<file path="src/rtl/frequency_meter.sv">
// Gated frequency counter: counts synchronized rising edges of sigIn over
// back-to-back windows of GATE_CYCLES clocks and publishes each window's count.
module frequency_meter #(
    parameter int GATE_CYCLES = 25000000,
    parameter int CNT_W       = 32
) (
    input  logic             clk,
    input  logic             reset,
    input  logic             enable,
    input  logic             sigIn,
    output logic [CNT_W-1:0] freq,
    output logic             valid,
    output logic             overflow,
    output logic             busy
);

    localparam int               GC_W      = (GATE_CYCLES > 1) ? $clog2(GATE_CYCLES) : 1;
    localparam logic [GC_W-1:0]  GATE_LAST = GC_W'(GATE_CYCLES - 1);
    localparam logic [CNT_W-1:0] CNT_MAX   = {CNT_W{1'b1}};

    typedef enum logic {
        IDLE = 1'b0,
        GATE = 1'b1
    } state_t;

    // Saturating increment; the extra MSB reports that the result was clipped.
    function automatic logic [CNT_W:0] sat_add(input logic [CNT_W-1:0] a, input logic inc);
        logic [CNT_W:0] sum;
        sum = {1'b0, a} + {{CNT_W{1'b0}}, inc};
        if (sum[CNT_W]) begin
            return {1'b1, CNT_MAX};
        end
        return sum;
    endfunction

    logic             sync_p0_q;
    logic             sync_p1_q;
    logic             hist_p2_q;
    logic             edge_det;
    logic [CNT_W:0]   cnt_sum_d;

    state_t           state_q;
    logic [GC_W-1:0]  gate_cnt_q;
    logic [CNT_W-1:0] edge_cnt_q;
    logic             sat_q;
    logic [CNT_W-1:0] freq_q;
    logic             valid_q;
    logic             overflow_q;

    // Stage p0/p1: metastability synchronizer; p2: history flop for edge detect
    always_ff @(posedge clk or negedge reset) begin
        if (!reset) begin
            sync_p0_q <= 1'b0;
            sync_p1_q <= 1'b0;
            hist_p2_q <= 1'b0;
        end else begin
            sync_p0_q <= sigIn;
            sync_p1_q <= sync_p0_q;
            hist_p2_q <= sync_p1_q;
        end
    end

    assign edge_det  = sync_p1_q & ~hist_p2_q;
    assign cnt_sum_d = sat_add(edge_cnt_q, edge_det);

    // Gate FSM; the last-cycle edge is folded into the published count so
    // consecutive windows share no edge and lose none.
    always_ff @(posedge clk or negedge reset) begin
        if (!reset) begin
            state_q    <= IDLE;
            gate_cnt_q <= '0;
            edge_cnt_q <= '0;
            sat_q      <= 1'b0;
            freq_q     <= '0;
            valid_q    <= 1'b0;
            overflow_q <= 1'b0;
        end else begin
            valid_q <= 1'b0;
            case (state_q)
                IDLE: begin
                    gate_cnt_q <= '0;
                    edge_cnt_q <= '0;
                    sat_q      <= 1'b0;
                    if (enable) begin
                        state_q <= GATE;
                    end
                end
                GATE: begin
                    if (!enable) begin
                        state_q    <= IDLE;
                        gate_cnt_q <= '0;
                        edge_cnt_q <= '0;
                        sat_q      <= 1'b0;
                    end else if (gate_cnt_q == GATE_LAST) begin
                        freq_q     <= cnt_sum_d[CNT_W-1:0];
                        overflow_q <= sat_q | cnt_sum_d[CNT_W];
                        valid_q    <= 1'b1;
                        gate_cnt_q <= '0;
                        edge_cnt_q <= '0;
                        sat_q      <= 1'b0;
                    end else begin
                        gate_cnt_q <= gate_cnt_q + GC_W'(1);
                        edge_cnt_q <= cnt_sum_d[CNT_W-1:0];
                        sat_q      <= sat_q | cnt_sum_d[CNT_W];
                    end
                end
                default: state_q <= IDLE;
            endcase
        end
    end

    assign freq     = freq_q;
    assign valid    = valid_q;
    assign overflow = overflow_q;
    assign busy     = (state_q == GATE);

endmodule

</file>
<file path="config.mk">
export PLATFORM = sky130hd
export DESIGN_NAME = frequency_meter
export DESIGN_NICKNAME = d
export VERILOG_FILES = /design/src/rtl/frequency_meter.sv
export SDC_FILE = /design/constraint.sdc
export NUM_CORES = 1
export LEC_CHECK = 0
export ABC_CLOCK_PERIOD_IN_PS = 2500
export BUFFER_PORTS_ARGS = -buffer_cell sky130_fd_sc_hd__buf_2
export CORE_MARGIN = 2
export CORE_UTILIZATION = 59
export DETAILED_ROUTE_END_ITERATION = 6
export PLACE_DENSITY = 0.87
export RECOVER_POWER = 50
export SYNTH_ARGS = -nofsm -noshare
export SYNTH_HDL_FRONTEND = slang
export SYNTH_SLANG_ARGS = --single-unit
</file>
<file path="constraint.sdc">
create_clock -name clk -period 2.5 [get_ports clk]
set_input_delay 0.5 -clock clk [delete_from_list [all_inputs] [get_ports clk]]
set_output_delay 0.5 -clock clk [all_outputs]
set_load 0.03 [all_outputs]
</file>
Yosys cells after proc, flatten, opt, wreduce, memory -nomap -nowiden
Index checks and enable logic that the tools add are counted.

Muxes and demuxes: 16. Reductions and logical operators: 1. Equality and inequality tests: 1. Add/sub/neg operators: 2. Bitwise logic cells: 4.

Operators by type and width (number): two-way mux 33 bit (2); two-way mux 32 bit (2); case mux 32 bit (2 select lines) (1); two-way mux 25 bit (2); case mux 25 bit (2 select lines) (1); adder 32 x 1 -> 33 bit (1); adder 25 x 1 -> 25 bit, second input constant (1); equality test 25 bit, second input constant (1); two-way mux 1 bit (7); AND reduction 3 bit (1); inverter 1 bit (2); case mux 1 bit (2 select lines) (1); bitwise AND 1 bit (1); OR 1 bit (1).

Input bits: 4. Register bits: 96.

Depth between registers and ports, before layout
Depth after elaboration: 9. Mapped depth: 9. Gate-level depth less buffers: 7.

Worst setup path after synthesis
Ideal clock, no wire load.

Path kind: register -> register. Start: register hist_p2_q. End: register freq_q[16] (netlist: freq[16]). Path buffers: 0. Arrival: 1875 ps. Path slack: 501 ps. Stages on the path, launching flop included: 8. Required time: 2375 ps. Cells stage by stage: dfrtp_1 nor2b_1 ha_1 inv_1 nor2_1 o211ai_1 mux2_2 mux2_2.

Cells in the longest elaborated chain, start to end: 5.

RTL lines: from (decl) (line 38) `logic hist_p2_q;`; from (signal assigned) (line 59) `hist_p2_q <= sync_p1_q;`; inverter 1 bit * (line 63) `assign edge_det = sync_p1_q & ~hist_p2_q;`; bitwise AND 1 bit * (line 63); adder 32 x 1 -> 33 bit * (line 29) `sum = {1'b0, a} + {{CNT_W{1'b0}}, inc};`; two-way mux 1 bit (line 30) `if (sum[CNT_W]) begin`; two-way mux 33 bit * (line 33) `return sum;`; to (signal assigned) (line 95) `freq_q <= cnt_sum_d[CNT_W-1:0];`; to (decl) (line 46) `logic [CNT_W-1:0] freq_q;`.

Mark *: on every way between the ends. The rest lies on a longest branch, timed or not. A chain may end at the register's enable or synchronous reset.

Final worst setup path
Start: register sync_p1_q. End: register freq_q[21] (netlist: freq[21]).

Cells in the longest elaborated chain, start to end: 4.

RTL lines: from (decl) (line 37) `logic sync_p1_q;`; from (signal assigned) (line 58) `sync_p1_q <= sync_p0_q;`; bitwise AND 1 bit * (line 63); adder 32 x 1 -> 33 bit * (line 29); two-way mux 1 bit (line 30); two-way mux 33 bit * (line 33).

Marked as above.

==> out/results.tsv <==
stage	metric	value	unit
status	status	finished with violations	
status	failing checks	capacitance limit, slew limit	
global_route	gr usage total	24.0	%
yosys	largest family of logic cells by synthesized area	simple AND/OR/NAND/NOR gates	
flow_run	max_cap viols	1	
min_path	HP Class	input port to flop	
yosys	Post-Synth Simple-Gate Area	24.1	%
final_layout	fraction of layout cells with a size suffix above 1	12.3	%
sta	Slew headroom	-41.6	%
floorplan	die height	90.7	um
yosys	Yosys reg bits	96	
placement	DPL Wire Length	6.43	mm
routing	ANT nets after route	0	
yosys	syn_area_per_cell	10.0	um^2
floorplan	Core Region	7250	um^2
final_layout	# diodes	0	
yosys	synthesized area	4430	um^2
setup_path	crit end category	flop	
final_layout	most common cell after layout, fill and taps aside	dfrtp_1	
routing	DRC	0	
yosys	post-synth net total	450	
global_route	vias in the first global route	3446	
setup_path	Worst Setup Start Kind	flop	
clock_network	CTS H-tree lvls	3	
sta	RSZ-0062 raised after global routing	false	
floorplan	# rows	31	
final_layout	multi-input logic area	1900	um^2
routing	Avg WL per Cell	15.4	um
placement	pre-CTS setup slack	0.353	ns
final_layout	P&R area growth vs syn	11.6	%
sta	fmax	456	MHz
global_route	pin count of the biggest net entering global routing	55	
routing	router iterations before antenna repair	5	
sta	Setup TNS	0	ns
setup_path	Critical Path RT	2.79	ns
clock_network	CTS tree	built	
floorplan	Die Wd	90.7	um
sta	Final Skew	0.0152	ns
yosys	Post-Synth Adder-Cell Area	0.847	%
setup_path	Reg2Reg Depth	7	
routing	via/cell ratio	5.87	
global_route	initial antenna violation count	0	
clock_network	setup bufs post-CTS	0	
yosys	Yosys cell types	39	
yosys	proportion of synthesized area in mux cells	3.25	%
placement	routability-driven placement congestion ratio	0.982	
final_layout	commonest cells after routing, fill and taps aside	dfrtp_1, nor2_1, a21oi_1	
setup_path	Worst Path Arrival	2.48	ns
clock_network	clk_lat worst skew	0.37	ns
setup_path	R2R setup slack	0.31	ns
sta	final hold vios	0	
setup_path	Max FO, Critical Path	8	
yosys	xor-xnor portion of the synthesized cell area	7.51	%
clock_network	Max clock buf depth	2	
sta	Period minus WS final	2.19	ns
yosys	Ys Warns	0	
sta	Final Worst Setup Slack	0.308	ns
sta	Setup violations, final	0	
routing	vias	3432	
yosys	register area share after synthesis	54.2	%
final_layout	storage element area	2400	um^2
clock_network	CTS buffer count	9	
power_and_ir_drop	Lkg Pwr	2.13	nW
min_path	hold-critical path depth	1	
clock_network	root buffer cell	clkbuf_8	
clock_network	Clock Pin Slew Worst Setup and Hold Paths	0.09	ns
clock_network	hold buffers post-CTS	0	
routing	initial drt markers	218	
global_route	first-pass GRT wire length	16.0	mm
clock_network	CTS sink cnt	96	
placement	# port buffers	38	
floorplan	Initial Util	61.1	%
sta	worst-margin pin slew	2.12	ns
yosys	Synth Area in Compound Gates	6.97	%
floorplan	Die ar.	8220	um^2
power_and_ir_drop	P per Cell Area	536	nW/um^2
routing	drt total wl	9.00	mm
setup_path	CP Class	flop to flop	
sta	Slew Viols, Final	40	
floorplan	num ports	39	
power_and_ir_drop	VDD IR max	386	uV
final_layout	nets@finish	488	
global_route	grt ovf	0	
final_layout	FILL cells	571	
yosys	Syn Inst Count	443	
sta	fin crit share	87.7	%
clock_network	CTS resizes	0	
-- report_power, final --
| group | leakage, nW | internal, mW | total [mW] | switching (mW) |
|---|---|---|---|---|
| clock network | 0.0989 | 0.493 | 1.03 | 0.534 |
| logic | 0.746 | 0.0132 | 0.0668 | 0.0535 |
| registers | 1.29 | 1.56 | 1.56 | 0.00413 |
-- registers in the layout, summed over array words and instances, names as in the netlist --
signal,count
freq,32
edge_cnt_q,32
hist_p2_q,1
busy,1
valid,1
sync_p0_q,1
gate_cnt_q,25
sync_p1_q,1
sat_q,1
overflow,1
-- final timing paths --
check / from / endpoint
worst max-delay path: sync_p1_q / freq[21]
worst min-delay path: sigIn / sync_p0_q
worst max register to register: sync_p1_q / freq[21]
worst min register to register: sync_p0_q / sync_p1_q
max in group asynchronous: reset / freq[0]
min in group asynchronous: reset / freq[19]
-- critical path, stage by stage, from the launching register on --
cell	delay, ns
dfrtp_1	0.35
nor2b_1	0.19
ha_1	0.31
inv_1	0.12
nor2_1	0.27
and3_1	0.43
and2b_1	0.29
a21oi_1	0.16
-- cells by family (layout without fill, tap and decap cells) --
| group | Yosys count | after routing |
|---|---|---|
| and+or+nand+nor | 207 | 207 |
| DFF | 96 | 96 |
| xor gates and xnor gates | 38 | 38 |
| buffers and inverters | 32 | 75 |
| AOI/OAI and AO/OA | 53 | 53 |
| adders and majority gates | 3 | 3 |
| muxes | 14 | 14 |
-- through the flow --
step	total power [mW]	cells	hold slack (ns)	utilization (%)	cell area, um^2
finish	2.65	585	0.243	68.2	4950
detailed placement	1.66	569	0.370	65.7	4760
global placement	1.66	569	0.358	65.7	4760
floorplan	1.61	443	0.204	-	4430
global route	2.76	585	0.236	68.2	4950
CTS	2.68	585	0.104	68.5	4970
-- metal layers --
| metal | vias to the layer above | share of wire (%) | GRT usage (%) | wire [um] |
|---|---|---|---|---|
| met5 | - | 0 | 0 | 0 |
| met4 | 0 | 2.3 | 8.33 | 210 |
| met3 | 31 | 5.1 | 5.18 | 460 |
| met2 | 118 | 50 | 40.7 | 4540 |
| met1 | 1659 | 42 | 30.5 | 3790 |
| li1 | 1624 | - | - | - |
-- cell usage after synthesis, drive strengths merged --
library cell   n  area, um^2
nor4          15         140
or4            3        22.5
and3           3        18.8
clkbuf         4        15.0
a31oi          3        18.8
o311ai         1        16.3
and2b          1        7.51
o31ai          1        7.51
o21ai          4        20.0
o211ai         1        7.51
nor2          86         323
and2           2        12.5
and4b          1        10.0
ha             3        37.5
nor2b          4        25.0
a21oi         35         175
nand3         22         115
or2            1        6.26
xnor2         20         175
mux2           3        33.8
mux2i         11         110
buf           14        72.6
o22ai          3        18.8
or3            4        25.0
dfrtp         96        2400
a41o           2        20.0
inv           14        52.6
nor3          10        50.1
xor2          18         158
and4           9        78.8
nand2         22        82.6
o31a           1        8.76
nand4         24         150
a21o           1        7.51
a31o           1        8.76
-- cell type report --
type / instances / area share [%]
clock buffer: 10 / 2.78
clock inverter: 6 / 1.37
inverter: 14 / 1.06
multi-input combinational: 315 / 38.4
sequential: 96 / 48.6
tap: 99 / 2.50
timing repair buffer: 45 / 5.31
(Power assumes the default switching activity.)
